`config.mk`:
```
export PLATFORM = sky130hd
export DESIGN_NAME = sd_blk_responder_flat
export DESIGN_NICKNAME = d
export VERILOG_FILES = /design/src/rtl/sd_blk_responder_pkg.sv /design/src/rtl/sd_blk_responder_if.sv /design/src/rtl/sd_blk_responder.sv /design/src/flat_wrapper.sv
export SDC_FILE = /design/constraint.sdc
export NUM_CORES = 1
export LEC_CHECK = 0
export CELL_PAD_IN_SITES_DETAIL_PLACEMENT = 1
export CELL_PAD_IN_SITES_GLOBAL_PLACEMENT = 1
export CORE_MARGIN = 2
export CORE_UTILIZATION = 34
export DETAILED_ROUTE_END_ITERATION = 7
export GPL_TIMING_DRIVEN = 0
export PLACE_DENSITY_LB_ADDON = 0.05
export RECOVER_POWER = 100
export SETUP_SLACK_MARGIN = 0.1
export SYNTH_ARGS = -nofsm -noshare
export SYNTH_HDL_FRONTEND = slang
export SYNTH_SLANG_ARGS = --single-unit
```
`constraint.sdc`:
```
create_clock -name clk_sys -period 3.5 [get_ports clk_sys]
set_input_delay 0.7 -clock clk_sys [delete_from_list [all_inputs] [get_ports clk_sys]]
set_output_delay 0.7 -clock clk_sys [all_outputs]
set_load 0.005 [all_outputs]
```
`src/rtl/sd_blk_responder_pkg.sv`:
```
// Shared constants and state encoding for the sd_blk_responder sector target.
package sd_blk_resp_pkg;

  localparam int unsigned SECTOR_WORDS = 256;
  localparam int unsigned CNT_W        = 8;
  localparam int unsigned ST_W         = 3;

  localparam logic [CNT_W-1:0] CNT_LAST = CNT_W'(SECTOR_WORDS - 1);

  // State encodings; the RTL switches on these constants.
  localparam logic [ST_W-1:0] ST_IDLE    = 3'd0;
  localparam logic [ST_W-1:0] ST_RD_REQ  = 3'd1;
  localparam logic [ST_W-1:0] ST_RD_PUT  = 3'd2;
  localparam logic [ST_W-1:0] ST_WR_ADDR = 3'd3;
  localparam logic [ST_W-1:0] ST_WR_CAP  = 3'd4;
  localparam logic [ST_W-1:0] ST_WR_REQ  = 3'd5;
  localparam logic [ST_W-1:0] ST_DONE    = 3'd6;

  // Same encoding as an enum, for waveform decode and debug casts.
  typedef enum logic [ST_W-1:0] {
    S_IDLE    = ST_IDLE,
    S_RD_REQ  = ST_RD_REQ,
    S_RD_PUT  = ST_RD_PUT,
    S_WR_ADDR = ST_WR_ADDR,
    S_WR_CAP  = ST_WR_CAP,
    S_WR_REQ  = ST_WR_REQ,
    S_DONE    = ST_DONE
  } state_e;

endpackage

```
`src/rtl/sd_blk_responder_if.sv`:
```
// hps_io-style sector link: master is the core-side initiator, slave is the responder.
interface sd_blk_responder_if;
  import sd_blk_resp_pkg::*;

  logic [31:0]      sd_lba;
  logic             sd_rd;
  logic             sd_wr;
  logic             sd_ack;
  logic [CNT_W-1:0] sd_buff_addr;
  logic [15:0]      sd_buff_dout;
  logic             sd_buff_wr;
  logic [15:0]      sd_buff_din;

  modport master (
    output sd_lba, sd_rd, sd_wr, sd_buff_din,
    input  sd_ack, sd_buff_addr, sd_buff_dout, sd_buff_wr
  );

  modport slave (
    input  sd_lba, sd_rd, sd_wr, sd_buff_din,
    output sd_ack, sd_buff_addr, sd_buff_dout, sd_buff_wr
  );
endinterface

```
`src/rtl/sd_blk_responder.sv`:
```
// Sector target for the hps_io sd_* link, serving 512-byte reads/writes from a
// word-addressed backing memory. Optional feature: define SD_BLK_RESP_RANGE_CHECK_EN
// to suppress memory traffic for lba >= SECTORS and raise a sticky err.
module sd_blk_responder
  import sd_blk_resp_pkg::*;
#(
  parameter int unsigned MEM_AW  = 24,
  parameter int unsigned SECTORS = 64
) (
  input  logic                clk_sys,
  input  logic                reset,
  sd_blk_responder_if.slave   sd,
  output logic [MEM_AW-1:0]   mem_addr,
  output logic                mem_rd,
  output logic                mem_wr,
  output logic [15:0]         mem_wdata,
  input  logic [15:0]         mem_rdata,
  input  logic                mem_ready,
  output logic                err
);

`ifdef SD_BLK_RESP_RANGE_CHECK_EN
  localparam bit RANGE_CHECK = 1'b1;
`else
  localparam bit RANGE_CHECK = 1'b0;
`endif

  logic [ST_W-1:0]   state_q, state_d;
  logic [31:0]       lba_q, lba_d;
  logic [CNT_W-1:0]  cnt_q, cnt_d;
  logic [15:0]       rdata_q, rdata_d;
  logic              oor_q, oor_d;
  logic              ack_q, ack_d;
  logic [CNT_W-1:0]  buff_addr_q, buff_addr_d;
  logic [15:0]       buff_dout_q, buff_dout_d;
  logic              buff_wr_q, buff_wr_d;
  logic [MEM_AW-1:0] mem_addr_q, mem_addr_d;
  logic              mem_rd_q, mem_rd_d;
  logic              mem_wr_q, mem_wr_d;
  logic [15:0]       mem_wdata_q, mem_wdata_d;
  logic              err_q, err_d;
  logic [CNT_W-1:0]  cnt_inc_c;

  // Memory word address is {lba, word} truncated to the memory width.
  function automatic logic [MEM_AW-1:0] word_addr(input logic [31:0] lba,
                                                  input logic [CNT_W-1:0] w);
    return MEM_AW'({lba, w});
  endfunction

  assign cnt_inc_c = cnt_q + CNT_W'(1);

  // Next-state and registered-output computation.
  always_comb begin
    state_d     = state_q;
    lba_d       = lba_q;
    cnt_d       = cnt_q;
    rdata_d     = rdata_q;
    oor_d       = oor_q;
    ack_d       = ack_q;
    buff_addr_d = buff_addr_q;
    buff_dout_d = buff_dout_q;
    buff_wr_d   = 1'b0;
    mem_addr_d  = mem_addr_q;
    mem_rd_d    = mem_rd_q;
    mem_wr_d    = mem_wr_q;
    mem_wdata_d = mem_wdata_q;
    err_d       = err_q;

    case (state_q)
      ST_IDLE: begin
        if (sd.sd_rd | sd.sd_wr) begin
          lba_d      = sd.sd_lba;
          cnt_d      = '0;
          ack_d      = 1'b1;
          oor_d      = RANGE_CHECK && (sd.sd_lba >= 32'(SECTORS));
          err_d      = err_q | oor_d;
          mem_addr_d = word_addr(sd.sd_lba, '0);
          if (sd.sd_rd) begin
            state_d  = ST_RD_REQ;
            mem_rd_d = !oor_d;
          end else begin
            state_d     = ST_WR_ADDR;
            buff_addr_d = '0;
          end
        end
      end

      ST_RD_REQ: begin
        if (oor_q) begin
          rdata_d = '0;
          state_d = ST_RD_PUT;
        end else if (mem_ready) begin
          rdata_d  = mem_rdata;
          mem_rd_d = 1'b0;
          state_d  = ST_RD_PUT;
        end
      end

      ST_RD_PUT: begin
        buff_addr_d = cnt_q;
        buff_dout_d = rdata_q;
        buff_wr_d   = 1'b1;
        if (cnt_q == CNT_LAST) begin
          state_d = ST_DONE;
        end else begin
          cnt_d      = cnt_inc_c;
          mem_addr_d = word_addr(lba_q, cnt_inc_c);
          mem_rd_d   = !oor_q;
          state_d    = ST_RD_REQ;
        end
      end

      ST_WR_ADDR: begin
        state_d = ST_WR_CAP;
      end

      ST_WR_CAP: begin
        mem_wdata_d = sd.sd_buff_din;
        mem_addr_d  = word_addr(lba_q, cnt_q);
        mem_wr_d    = !oor_q;
        state_d     = ST_WR_REQ;
      end

      ST_WR_REQ: begin
        if (oor_q || mem_ready) begin
          mem_wr_d = 1'b0;
          if (cnt_q == CNT_LAST) begin
            state_d = ST_DONE;
          end else begin
            cnt_d       = cnt_inc_c;
            buff_addr_d = cnt_inc_c;
            state_d     = ST_WR_ADDR;
          end
        end
      end

      ST_DONE: begin
        ack_d   = 1'b0;
        state_d = ST_IDLE;
      end

      default: begin
        ack_d    = 1'b0;
        mem_rd_d = 1'b0;
        mem_wr_d = 1'b0;
        state_d  = ST_IDLE;
      end
    endcase
  end

  // State and output registers; reset abandons any pending access.
  always_ff @(posedge clk_sys or posedge reset) begin
    if (reset) begin
      state_q     <= ST_IDLE;
      lba_q       <= '0;
      cnt_q       <= '0;
      rdata_q     <= '0;
      oor_q       <= 1'b0;
      ack_q       <= 1'b0;
      buff_addr_q <= '0;
      buff_dout_q <= '0;
      buff_wr_q   <= 1'b0;
      mem_addr_q  <= '0;
      mem_rd_q    <= 1'b0;
      mem_wr_q    <= 1'b0;
      mem_wdata_q <= '0;
      err_q       <= 1'b0;
    end else begin
      state_q     <= state_d;
      lba_q       <= lba_d;
      cnt_q       <= cnt_d;
      rdata_q     <= rdata_d;
      oor_q       <= oor_d;
      ack_q       <= ack_d;
      buff_addr_q <= buff_addr_d;
      buff_dout_q <= buff_dout_d;
      buff_wr_q   <= buff_wr_d;
      mem_addr_q  <= mem_addr_d;
      mem_rd_q    <= mem_rd_d;
      mem_wr_q    <= mem_wr_d;
      mem_wdata_q <= mem_wdata_d;
      err_q       <= err_d;
    end
  end

  assign sd.sd_ack       = ack_q;
  assign sd.sd_buff_addr = buff_addr_q;
  assign sd.sd_buff_dout = buff_dout_q;
  assign sd.sd_buff_wr   = buff_wr_q;
  assign mem_addr        = mem_addr_q;
  assign mem_rd          = mem_rd_q;
  assign mem_wr          = mem_wr_q;
  assign mem_wdata       = mem_wdata_q;
  assign err             = err_q;

endmodule

```
`src/flat_wrapper.sv`:
```
// flat-port wrapper written by rule: the top's interface ports become plain ports
module sd_blk_responder_flat import sd_blk_resp_pkg::*;
#(
  parameter int unsigned MEM_AW  = 24,
  parameter int unsigned SECTORS = 64
)
  (clk_sys, reset, mem_addr, mem_rd, mem_wr, mem_wdata, mem_rdata, mem_ready, err, sd_sd_lba, sd_sd_rd, sd_sd_wr, sd_sd_buff_din, sd_sd_ack, sd_sd_buff_addr, sd_sd_buff_dout, sd_sd_buff_wr);
  sd_blk_responder_if sd_i ();
  input  logic clk_sys;
  input  logic reset;
  output logic [MEM_AW-1:0] mem_addr;
  output logic mem_rd;
  output logic mem_wr;
  output logic [15:0] mem_wdata;
  input  logic [15:0] mem_rdata;
  input  logic mem_ready;
  output logic err;
  input wire logic [$bits(sd_i.sd_lba)-1:0] sd_sd_lba;
  input wire logic [$bits(sd_i.sd_rd)-1:0] sd_sd_rd;
  input wire logic [$bits(sd_i.sd_wr)-1:0] sd_sd_wr;
  input wire logic [$bits(sd_i.sd_buff_din)-1:0] sd_sd_buff_din;
  output wire logic [$bits(sd_i.sd_ack)-1:0] sd_sd_ack;
  output wire logic [$bits(sd_i.sd_buff_addr)-1:0] sd_sd_buff_addr;
  output wire logic [$bits(sd_i.sd_buff_dout)-1:0] sd_sd_buff_dout;
  output wire logic [$bits(sd_i.sd_buff_wr)-1:0] sd_sd_buff_wr;
  assign sd_i.sd_lba = sd_sd_lba;
  assign sd_i.sd_rd = sd_sd_rd;
  assign sd_i.sd_wr = sd_sd_wr;
  assign sd_i.sd_buff_din = sd_sd_buff_din;
  assign sd_sd_ack = sd_i.sd_ack;
  assign sd_sd_buff_addr = sd_i.sd_buff_addr;
  assign sd_sd_buff_dout = sd_i.sd_buff_dout;
  assign sd_sd_buff_wr = sd_i.sd_buff_wr;
  sd_blk_responder #(.MEM_AW(MEM_AW), .SECTORS(SECTORS)) u_core (.clk_sys(clk_sys), .reset(reset), .sd(sd_i), .mem_addr(mem_addr), .mem_rd(mem_rd), .mem_wr(mem_wr), .mem_wdata(mem_wdata), .mem_rdata(mem_rdata), .mem_ready(mem_ready), .err(err));
endmodule
```
== After elaboration in Yosys (flattened, before gate mapping) ==
Index checks and enable logic that the tools add are counted.
Word-level totals
  logic and storage cells: 75
  register bits after elaboration: 111
  input bits: 69
  output and inout bits: 69
Operators by class
  $add $sub $neg: 1
  multiplexer cells: 29
  bitwise gates (word level): 4
  equality and inequality tests: 14
  reductions and logical operators: 15
Operator list (count)
  $pmux 24 s3: 1
  $mux 8: 7
  $mux 24: 2
  $pmux 8 s3: 2
  $pmux 3 s6: 1
  $mux 16: 1
  $mux 3: 5
  $ne 2x2->1 const B: 5
  $reduce_and 5->1: 2
  $reduce_or 5->1: 2
  $eq 3x3->1 const B: 3
  $reduce_and 3->1: 3
  $add 8x1->8 const B: 1
  $eq 8x8->1 const B: 1
  $reduce_and 2->1: 4
  $eq 3x2->1 const B: 2
  $mux 1: 6
  $reduce_bool 3->1: 2
  $ne 2x1->1 const B: 2
  $pmux 1 s4: 1
  $reduce_or 4->1: 1
  $eq 3x1->1 const B: 1
  $logic_not 3->1: 1
  $not 1->1: 3
  4 further kinds: 4

== Longest topological paths before layout ==
  depth after elaboration: 4
  mapped depth: 9

== Worst setup path before layout ==
No wires, ideal clock.
  path type: input to register
  start: input port sd_sd_rd
  end: register u_core.mem_addr_q[18] (netlist: u_core.mem_addr[18])
  setup slack: 1.545 ns
  buffers on the path: 1
  data arrival time: 1.827 ns
  required time: 3.372 ns
  stages on the path: 5
  cell sequence: nor2_1 a211o_1 a21oi_4 buf_6 mux2_1
Between the ends
  cells in the longest elaborated chain, start to end: 3
Ends and longest elaborated chain
  from (decl): line flat_wrapper.sv:19  | input wire logic [$bits(sd_i.sd_rd)-1:0] sd_sd_rd;
  $or 1x1->1: line sd_blk_responder.sv:71  | if (sd.sd_rd | sd.sd_wr) begin
  $ne 2x1->1 (no line)
  $reduce_and 3->1 (no line)
  to (signal assigned): line sd_blk_responder.sv:178  | mem_addr_q <= mem_addr_d;
  to (decl): line sd_blk_responder.sv:37  | logic [MEM_AW-1:0] mem_addr_q, mem_addr_d;
Every way passes these cells.
A chain may end at the register's enable or synchronous reset.

== Worst setup path after layout ==
  start: input port mem_ready
  end: register u_core.rdata_q[8]
Between the ends
  cells in the longest elaborated chain, start to end: 1
Ends and longest elaborated chain
  from (decl): line flat_wrapper.sv:16  | input logic mem_ready;
  $reduce_and 2->1 (no line)
  to (signal assigned): line sd_blk_responder.sv:172  | rdata_q <= rdata_d;
  to (decl): line sd_blk_responder.sv:31  | logic [15:0] rdata_q, rdata_d;
Every way passes these cells.

==> results.txt <==
For the worst flop-to-flop path, the logic depth is 7. The total standard cell area after synthesis was 0.00506 mm^2. Once layout is done, the placed cells without fillers occupy 0.00677 mm^2. In this run the power density over the cells is 794 mW/mm^2. Core box area: 0.0145 mm^2. The largest net degree at the start of global routing came out at 42. By area, the combinational part of the netlist is dominated by multiplexers. The tool flagged a number of max-cap violations equal to 0. The logs give 0 for the number of routed nets with antenna violations and 22400 um for the global-route wire length before repair. Adding up every negative setup slack in the final design gives 0 ns. The tools report the worst-case register-to-register setup slack as 0.73 ns.

Leakage power: 0.00303 uW. In this run the worst hold path is classified as reg2reg. By startpoint and endpoint, the worst setup path is classified as in2reg.

Synthesis inferred 111 register bits. The area growth from synthesis to layout is 33.7%. The detail-routed net length per standard cell was 17.6 um; the number of endpoints with negative hold slack in the final report was 0. The run gives 0.000338 V as the peak ir drop on the vdd network.

The tools report the category of the worst setup path capture point as a flop. The total grt overflow was 0. For this design the total switching power over the nets is 1820 uW. For the post-detailed-placement half-perimeter wirelength, the log shows 9630 um. The final design utilization is 46.6%. The most used standard cell by instance count after synthesis is dfrtp_1. The sequential fraction of design power was 38.7%; the share of layout cells above drive strength 1 was 17.5%. The fraction of power consumed by the clock network is 18.8%. Post-CTS repair changed the size of 0 cells.

The worst-case headroom to the max-slew limit came out at 32.8%. Number of synthesized flops with an enable pin: 0. Cell type with the largest total area after synthesis: dfrtp_1. In this run the horizontal extent of the chip is 126 um. Among all flip-flop cells after synthesis, the most frequent one is dfrtp_1.

The setup violation total in the final timing report is 0, and the number of fillers in the final layout is 1603. The worst hold path begins at u_core.sd.sd_buff_dout[12]$_DFFE_PP0P_. The die is 126 um tall. The site row count was 44; the share of synthesized area spent on multiplexers was 17.6%.

The final layout contains 642 nets. The clock arrives with 0.0115 ns of skew. The adder-cell area share of the yosys netlist was 0.247%. The total count of max-transition violations in the final report was 0. The number of vias per cell after detailed routing was 5.01.

The share of the synthesized area in the top cell type is 54.9%. The tools report the net count after synthesis as 508. After clock tree synthesis, the clock-pin slew on the worst setup and hold paths is 0.08 ns. The initial antenna violation count is 0.

The endpoint of the worst hold path was u_core.sd.sd_buff_dout[12]$_DFFE_PP0P_. The internal portion of the total power is 3560 uW. The cell count after synthesis came out at 438.

By area the synthesized netlist is led by dfrtp_1 55%, mux2_2 13%, nand2_1 7.8%, mux2_4 2.7%, mux2_1 2.2%. By count the netlist is led by 111 x dfrtp_1, 105 x nand2_1, 57 x mux2_2, 16 x o21ai_0. Subtracting the final worst setup slack from the clock period gives 2.87 ns. The clock reaches the later pin of the worst-skew pair after 0.36 ns.

After clock tree synthesis, the flow added hold-fix buffers numbering 0. The number of clock buffers inserted by TritonCTS came out at 9. The number of levels the H-tree was split into is 3, and the async set or reset register ratio after synthesis is 100%. The clock sink count was 111; the maximum fanout count along the critical path was 10.

The worst register-to-register path begins at u_core.state_q[1]$_DFFE_PP0P_. For the worst setup path, the data required time is 3.74 ns. Counting instances, the worst hold path has a depth of 2. Clock tree synthesis selected as its root buffer the cell clkbuf_16. For the pin with the worst max-slew slack, the measured transition is 1.01 ns.

The reg-to-reg endpoint is u_core.mem_wdata[5]$_DFFE_PP0P_. The detailed-route wire length was 13400 um. A synthesized cell averages 11.6 um^2. In this run, the number of DRC markers left after iteration 0 of detailed routing was 151. The count of antenna diodes in the layout is 0, and the number of distinct library cells after synthesis is 56. The number of buffers inserted to repair setup after CTS was 0. TritonCTS built the clock tree. Setup repair after global routing left no endpoint under its margin. The share of power burned in combinational logic is 42.5%.

The fmax was 349 MHz. The flow ran to the end, and the final reports show no timing, DRC or antenna violations. Global routing used 17.7% of the available tracks across all layers.

After synthesis, flip-flops and latches occupy 54.9% of the total area. For the number of global-route vias before repair, the log shows 4322. The total of buffers placed on input and output ports is 120. The area fraction in compound gates after synthesis was 9.12%; the number of ports placed on the die boundary was 138. The initial utilization of the core area, before any placement, comes to 34.8%.

The synthesized netlist devotes 0.346% of its cell area to XOR and XNOR gates. The die covers 0.0159 mm^2. Summing all placed instances gives a cell area of 0.00656 mm^2.

The total vias in the final route is 3816, and the iteration count of the initial detailed-routing pass is 4. The simple-gate share of the synthesized area was 13.5%. The data arrival time of the critical path is 3.11 ns. The tools report the type of origin of the critical path as an input port.

Net switching is 33.8% of the power. The maximum buffer depth of the clock tree is 2. The Yosys step of the flow raised 0 warnings. The share of the clock period used by the worst path after layout works out to 82.0%. The number of remaining DRC errors was 0. At the end of routability-driven placement, the weighted congestion stood at 0.854.
==> registers in the layout, summed over array words and instances, names as in the netlist <==
name and cells:
u_core.sd.sd_buff_addr 8, u_core.mem_wdata 16, u_core.mem_wr 1, u_core.state_q 3, u_core.sd.sd_buff_dout 16, u_core.sd.sd_buff_wr 1, u_core.mem_addr 24, u_core.rdata_q 16
u_core.sd.sd_ack 1, u_core.cnt_q 8, u_core.lba_q 16, u_core.mem_rd 1
==> power by group through the flow <==
stage / Clock, uW / Sequential, uW / Combinational (uW)
global placement: 0 / 2090 / 2500
detailed placement: 0 / 2120 / 2570
CTS: 1050 / 2110 / 2590
global route: 1090 / 2170 / 2540
floorplan: 0 / 2100 / 1450
finish: 1010 / 2080 / 2290
==> metal layers <==
layer	track usage [%]	up-vias	part of all wire, %
met1	21.5	1938	44
met3	4.55	15	5.3
met4	5.82	0	1.7
met2	30.8	90	49
li1	-	1773	-
met5	0	-	0
==> cell families after synthesis <==
| logic type | after synthesis |
|---|---|
| simple gates | 148 |
| flops | 111 |
| mux | 76 |
| compound gates | 62 |
| buf+inv | 37 |
| xor+xnor | 2 |
| fa+ha+maj | 1 |
| other cells | 1 |
==> critical path: stages <==
cell and delay (ns):
dlygate4sd3_1 0.69, nand2b_1 0.13, nor3b_2 0.62, clkbuf_1 0.56, mux2_2 0.40
==> placed cells by master, fill, tap and decap left out, types with 2 or more instances in the layout <==
cell type | synthesis | final
o221ai_1 | 3 | 3
nor2_1 | 10 | 10
o2bb2ai_1 | 4 | 4
o21bai_1 | 2 | 2
a31oi_1 | 7 | 7
o21ai_0 | 16 | 17
nor3_1 | 2 | 2
dfrtp_1 | 111 | 111
clkbuf_1 | 9 | 18
inv_1 | 5 | 5
buf_2 | 10 | 6
dlygate4sd3_1 | 0 | 71
mux2_1 | 10 | 18
buf_12 | 0 | 3
clkdlybuf4s50_1 | 0 | 49
nand3_1 | 6 | 6
nand4_1 | 2 | 2
a22o_1 | 7 | 7
a21oi_1 | 3 | 5
nand2b_1 | 4 | 4
buf_4 | 7 | 3
nand2_1 | 105 | 105
and3_1 | 4 | 4
mux2_2 | 57 | 57
nor2b_1 | 3 | 3
a211oi_1 | 2 | 2
buf_6 | 5 | 4
nor3b_1 | 2 | 2
inv_6 | 0 | 2
clkbuf_16 | 0 | 9
a2bb2oi_1 | 3 | 3
==> per-stage QoR <==
stage          hold slack (ns)  total power [uW]  cells  setup WS, ns
2_1_floorplan            0.432              3550    438          1.46
3_3_place_gp             0.441              4600    742         0.294
3_5_place_dp             0.456              4690    745         0.617
4_1_cts                  0.470              5740    761         0.984
5_1_grt                  0.495              5800    761         0.480
6_report                 0.469              5380    761         0.632
==> cell type report <==
| type | count | area (um^2) | share of cell area [%] |
|---|---|---|---|
| multi-input combinational | 290 | 2020 | 29.9 |
| buffer | 31 | 165 | 2.44 |
| tap | 184 | 230 | 3.40 |
| timing repair buffer | 123 | 1260 | 18.6 |
| clock buffer | 10 | 239 | 3.53 |
| clock inverter | 6 | 50.0 | 0.739 |
| inverter | 6 | 23.8 | 0.351 |
| sequential | 111 | 2780 | 41.0 |
==> worst max-delay path by stage <==
stage,startpoint,end,slack [ns],cells after the start
global route,mem_ready,u_core.rdata_q[8]$_DFFE_PP0P_,0.48,5
detailed placement,mem_ready,u_core.rdata_q[0]$_DFFE_PP0P_,0.62,5
finish,mem_ready,u_core.rdata_q[8]$_DFFE_PP0P_,0.63,5
CTS,mem_ready,u_core.rdata_q[6]$_DFFE_PP0P_,0.98,5
global placement,reset,u_core.mem_addr[21]$_DFFE_PP0P_,0.29,2
floorplan,reset,u_core.cnt_q[0]$_DFFE_PP0P_,1.46,1
Power figures use the tool's default switching activity.
